### config.mk
export PLATFORM = sky130hd
export DESIGN_NAME = seq_mult8_flat
export DESIGN_NICKNAME = d
export VERILOG_FILES = /design/src/rtl/seq_mult8_if.sv /design/src/rtl/seq_mult8.sv /design/src/flat_wrapper.sv
export SDC_FILE = /design/constraint.sdc
export NUM_CORES = 1
export LEC_CHECK = 0
export CELL_PAD_IN_SITES_DETAIL_PLACEMENT = 0
export CELL_PAD_IN_SITES_GLOBAL_PLACEMENT = 1
export CORE_ASPECT_RATIO = 0.75
export CORE_MARGIN = 5
export CORE_UTILIZATION = 38
export CTS_CLUSTER_SIZE = 24
export DETAILED_ROUTE_END_ITERATION = 7
export PLACE_DENSITY_LB_ADDON = 0.1
export SLEW_MARGIN = 20
export SYNTH_ARGS = -nofsm -noshare
export SYNTH_HDL_FRONTEND = slang
export SYNTH_SLANG_ARGS = --single-unit
export TNS_END_PERCENT = 10
### constraint.sdc
create_clock -name clk -period 2.25 [get_ports clk]
set_input_delay 0.5625 -clock clk [delete_from_list [all_inputs] [get_ports clk]]
set_output_delay 0.5625 -clock clk [all_outputs]
set_load 0.05 [all_outputs]
### src/rtl/seq_mult8_if.sv
// Handshake/result bundle between a requester and the seq_mult8 multiplier.
//   master: drives start/a/b and observes the product, busy, done and overflow.
//   slave : the multiplier side; receives the request and drives the results.
interface seq_mult8_if #(
  parameter int WIDTH = 8
) ();
  logic             start;
  logic [WIDTH-1:0] a;
  logic [WIDTH-1:0] b;
  logic [WIDTH-1:0] product_lo;
  logic [WIDTH-1:0] product_hi;
  logic             busy;
  logic             done;
  logic             overflow;

  modport master (
    output start, a, b,
    input  product_lo, product_hi, busy, done, overflow
  );

  modport slave (
    input  start, a, b,
    output product_lo, product_hi, busy, done, overflow
  );
endinterface

### src/rtl/seq_mult8.sv
// Iterative shift-add unsigned multiplier, one add per cycle, WIDTH steps.
// Ports: clk, reset (sync, active-high), bus (slave modport: start/a/b in;
//   product_lo/product_hi/busy/done/overflow out, all registered).
// Latency: done one cycle after the last RUN step; throughput WIDTH+2 cycles.
module seq_mult8 #(
  parameter int WIDTH = 8
) (
  input  logic        clk,
  input  logic        reset,
  seq_mult8_if.slave  bus
);

  localparam int CW = (WIDTH > 1) ? $clog2(WIDTH) : 1;

  localparam logic [1:0] IDLE = 2'd0;
  localparam logic [1:0] RUN  = 2'd1;
  localparam logic [1:0] DONE = 2'd2;

  logic [1:0]       state;
  logic [WIDTH-1:0] mcand;
  logic [WIDTH-1:0] mplier;
  logic [WIDTH-1:0] acc;
  logic [CW-1:0]    count;

  logic [WIDTH-1:0] product_lo_q;
  logic [WIDTH-1:0] product_hi_q;
  logic             busy_q;
  logic             done_q;
  logic             overflow_q;

  // One extra bit keeps the carry of acc + mcand so max*max stays exact.
  logic [WIDTH:0]   sum;
  logic [WIDTH-1:0] acc_nxt;
  logic [WIDTH-1:0] mplier_nxt;
  logic             last_step;

  always_comb begin
    sum        = {1'b0, acc} + (mplier[0] ? {1'b0, mcand} : {(WIDTH+1){1'b0}});
    // {acc,mplier} <= {sum,mplier} >> 1: carry lands in acc MSB, sum LSB
    // shifts into the vacated top of mplier.
    acc_nxt    = sum[WIDTH:1];
    mplier_nxt = {sum[0], mplier[WIDTH-1:1]};
    last_step  = (count == CW'(WIDTH - 1));
  end

  always_ff @(posedge clk) begin
    if (reset) begin
      state        <= IDLE;
      mcand        <= '0;
      mplier       <= '0;
      acc          <= '0;
      count        <= '0;
      product_lo_q <= '0;
      product_hi_q <= '0;
      busy_q       <= 1'b0;
      done_q       <= 1'b0;
      overflow_q   <= 1'b0;
    end else begin
      case (state)
        IDLE: begin
          done_q <= 1'b0;
          if (bus.start) begin
            mcand  <= bus.a;
            mplier <= bus.b;
            acc    <= '0;
            count  <= '0;
            busy_q <= 1'b1;
            state  <= RUN;
          end
        end

        RUN: begin
          acc    <= acc_nxt;
          mplier <= mplier_nxt;
          count  <= count + 1'b1;
          if (last_step) begin
            // Result registers take the final step's value directly so they
            // are valid in the same cycle that done is high.
            product_hi_q <= acc_nxt;
            product_lo_q <= mplier_nxt;
            overflow_q   <= (acc_nxt != '0);
            busy_q       <= 1'b0;
            done_q       <= 1'b1;
            state        <= DONE;
          end
        end

        DONE: begin
          done_q <= 1'b0;
          state  <= IDLE;
        end

        default: begin
          busy_q <= 1'b0;
          done_q <= 1'b0;
          state  <= IDLE;
        end
      endcase
    end
  end

  assign bus.product_lo = product_lo_q;
  assign bus.product_hi = product_hi_q;
  assign bus.busy       = busy_q;
  assign bus.done       = done_q;
  assign bus.overflow   = overflow_q;

endmodule
### src/flat_wrapper.sv
// flat-port wrapper written by rule: the top's interface ports become plain ports
module seq_mult8_flat 
#(
  parameter int WIDTH = 8
)
  (clk, reset, bus_start, bus_a, bus_b, bus_product_lo, bus_product_hi, bus_busy, bus_done, bus_overflow);
  seq_mult8_if #(.WIDTH(WIDTH)) bus_i ();
  input  logic clk;
  input  logic reset;
  input wire logic [$bits(bus_i.start)-1:0] bus_start;
  input wire logic [$bits(bus_i.a)-1:0] bus_a;
  input wire logic [$bits(bus_i.b)-1:0] bus_b;
  output wire logic [$bits(bus_i.product_lo)-1:0] bus_product_lo;
  output wire logic [$bits(bus_i.product_hi)-1:0] bus_product_hi;
  output wire logic [$bits(bus_i.busy)-1:0] bus_busy;
  output wire logic [$bits(bus_i.done)-1:0] bus_done;
  output wire logic [$bits(bus_i.overflow)-1:0] bus_overflow;
  assign bus_i.start = bus_start;
  assign bus_i.a = bus_a;
  assign bus_i.b = bus_b;
  assign bus_product_lo = bus_i.product_lo;
  assign bus_product_hi = bus_i.product_hi;
  assign bus_busy = bus_i.busy;
  assign bus_done = bus_i.done;
  assign bus_overflow = bus_i.overflow;
  seq_mult8 #(.WIDTH(WIDTH)) u_core (.clk(clk), .reset(reset), .bus(bus_i));
endmodule
==> results by group <==
Worst setup path
  • CP Launch Type: flip-flop
  • Worst EP required: ~2.5 ns
  • Crit end category: flip-flop
  • Crit Path Max Fanout: 6
  • Critical Path AT: 2.39 ns
  • Path type of the worst setup path: reg -> reg

Outcome
  • Status: finished clean

Synth
  • Library cells used by synthesis: 34
  • Post-synthesis xor/xnor area fraction: about 1.2%
  • Top cells by area, synth: dfxtp_1 (45%), nand2_1 (11%), ha_1 (5.9%)
  • Area leader, netlist: dfxtp_1
  • Yosys warnings: 0
  • Synthesized-area fraction occupied by adder cells: 6.792%
  • Mapped Area: roughly 2100 sq um
  • Simple-gate share of the synthesized area: 23.01%
  • Post-Syn Nets: ~280
  • Post-synthesis sequential area ratio: approximately 45%
  • Post-synthesis cell count: 254
  • Synth Area in Compound Gates: between 20% and 30%
  • Syn Area/Cell: 8.414 sq um
  • Yosys top cell area share: 44.96%
  • Mux share of post-synthesis cell area: 0%
  • Largest family of logic cells by synthesized area: simple AND/OR/NAND/NOR gates
  • Flops & latches, synth: between 40 and 50

Drt
  • Iteration count of the initial detailed-routing pass: 4
  • Drt via density: around 5
  • DR DRC count: 0
  • Vias: between 1500 and 2000
  • DR WL/cell: around 14 microns
  • Iteration-0 DRC Markers: 126
  • Routed WL: 5054 microns
  • Final ANT Viol Nets: 0

Die
  • Die footprint: slightly above 7000 sq um
  • Chip width: slightly below 100 microns
  • Die height: between 70 and 80 microns
  • Site Rows: 23
  • Boundary Pins: 38
  • Core area: roughly 5400 sq um
  • Initial Utilization: around two fifths

Final layout
  • Final cell count without fillers: 371
  • Net count reported at finish: ~330
  • Final core occ: 51.43%
  • Reg area: ~960 sq um
  • Syn-to-layout area delta: 30.21%
  • Area of the multi-input gates: about 1100 sq um
  • Final Instance Area: 2783 sq um
  • Most common cell after layout, fill and taps aside: nand2_1
  • Antenna cells: 0
  • Commonest cells after routing, fill and taps aside: nand2_1 (62), dfxtp_1 (47), clkdlybuf4s50_1 (37)
  • Layout cells sized above 1: 10.81%
  • Number of fill cells in the layout: 562

GRT
  • Vias in the first global route: between 1500 and 2000
  • First-pass GRT wire length: 8086 microns
  • GRT Residual Overflow: 0
  • All-Layer GR Usage: 14.68%
  • Initial antenna violation count: 0
  • Largest net degree at the start of global routing: 30

Placed design
  • Placed Cells: approximately 360
  • Port bufs: 37
  • DPL Wire Length: 3665 microns
  • Routability cong.: approximately 0.85
  • DP Area: 2594 sq um

Hold path
  • Hold Crit Class: reg -> reg

STA
  • Fin crit period: 2.150 ns
  • Worst-Margin Slew: between 0.7 and 0.8 ns
  • Max transition margin: between 40% and 50%
  • Final period utilization: around 96%
  • Final setup vio count: 0
  • Final setup TNS: 0 ns
  • Max Transition Viols Final: 0
  • Final clock skew: roughly 0.016 ns
  • Achievable Freq: roughly 470 MHz
  • Fin. Hold Viols: 0

Power and ir drop
  • Lkg Pwr: ~1.1 nW
  • Pwr Density: roughly 660 nW/um^2
  • Max VDD drop: roughly 0.28 mV
  • Final Power: approximately 0.0018 W

Clock tree
  • Maximum clock path buffer count: 2
  • Post-CTS Hold Buffers: 0
  • TritonCTS buffer count: 5
  • CTS tree: done
  • H-tree levels: 2
  • Insertion delay to the later sink of the worst-skew pair: 0.30 ns
  • CTS Root Cell: clkbuf_8
  • Clock slew seen by the registers of the worst setup and hold paths: 0.10 ns
  • Clk sinks: between 40 and 50

Flow run
  • Max-cap violations: 0
[synth_stat cells, drive strengths merged]
cell type,instances
a311oi,8
inv,1
o21a,5
xor2,3
o21ai,5
o31ai,2
a22o,8
nor4,1
or2,2
a21oi,24
fa,1
nand4,1
nand3,1
nor3,5
dfxtp,48
o21bai,1
a31oi,2
a211oi,6
a21o,3
ha,10
nand2,62
nand2b,3
a22oi,1
nor2,27
buf,6
o22ai,1
and2,11
clkbuf,6
[worst paths after layout]
check | from | to | slack [ns] | cells past startpoint
worst max-delay path | u_core.mplier[0] | u_core.bus.product_hi[5] | 0.1 | 9
worst min register to register | u_core.mcand[6] | u_core.mcand[6] | 0.46 | 2
worst max register to register | u_core.mplier[0] | u_core.bus.product_hi[5] | 0.1 | 9
worst min-delay path | u_core.mcand[6] | u_core.mcand[6] | 0.46 | 2
[per-stage QoR]
| stage | hold slack, ns | setup WS, ns |
|---|---|---|
| after floorplan | 0.4317 | 0.1737 |
| after global placement | 0.4424 | 0.04588 |
| after detailed placement | 0.4456 | 0.002802 |
| after CTS | 0.4595 | 0.004979 |
| after global routing | 0.4691 | -0.0009803 |
| final | 0.4565 | 0.09954 |
[area by class of cell]
cell class,instances,share of cell area [%]
Timing Repair Buffer,46,15.74
Multi-Input combinational cell,193,41.23
Clock inverter,3,2.473
Tap cell,75,3.372
Sequential cell,48,34.58
Clock buffer,5,2.473
Inverter,1,0.1349
[flip-flops by register name, summed over array words and instances, names as in the netlist]
register and count:
u_core.bus.overflow 1, u_core.bus.busy 1, u_core.acc 8, u_core.mplier 8, u_core.bus.product_lo 8, u_core.mcand 8, u_core.bus.product_hi 8, u_core.count 3
u_core.state 2, u_core.bus.done 1
[per-layer routing]
metal  vias up  global-route usage, %  part of all wire [%]
met5         -                      0                     0
met4         0                  5.132                  0.75
met3         2                  3.297                   5.0
met2        37                  20.64                    41
met1       811                  21.97                    53
li1        964                      -                     -
[power breakdown]
part	internal [W]	switching, W	leakage [nW]
sequential	0.000879	0.0000209	0.391
clock	0.000447	0.000304	0.0687
combinational	0.0000794	0.0000933	0.634
total	0.00141	0.000419	1.09
[critical path, cell delays in order, from the launching register on]
cell and delay (ns):
dfxtp_2 0.35, and2_1 0.16, ha_2 0.19, fa_2 0.40
a211oi_4 0.30, o21ai_2 0.11, a211oi_2 0.27, buf_4 0.16
nand2_1 0.05, a21oi_1 0.11
[kinds of logic (layout without fill, tap and decap cells)]
kind of cell | after synthesis | count (layout)
AND/OR/NAND/NOR | 113 | 113
buffers and inverters | 13 | 55
flip-flops | 48 | 48
adder cells (fa/ha/maj) | 11 | 11
XOR/XNOR | 3 | 3
AO/OA/AOI/OAI | 66 | 66
[repair_timing]
item | CTS | global route
pin swaps | 2 | 5
setup buffers | 0 | 2
endpoints found under the setup margin | 1 | 3
hold endpoints to repair | 0 | 0
gates resized for setup | 0 | 9
(Power assumes the default switching activity.)
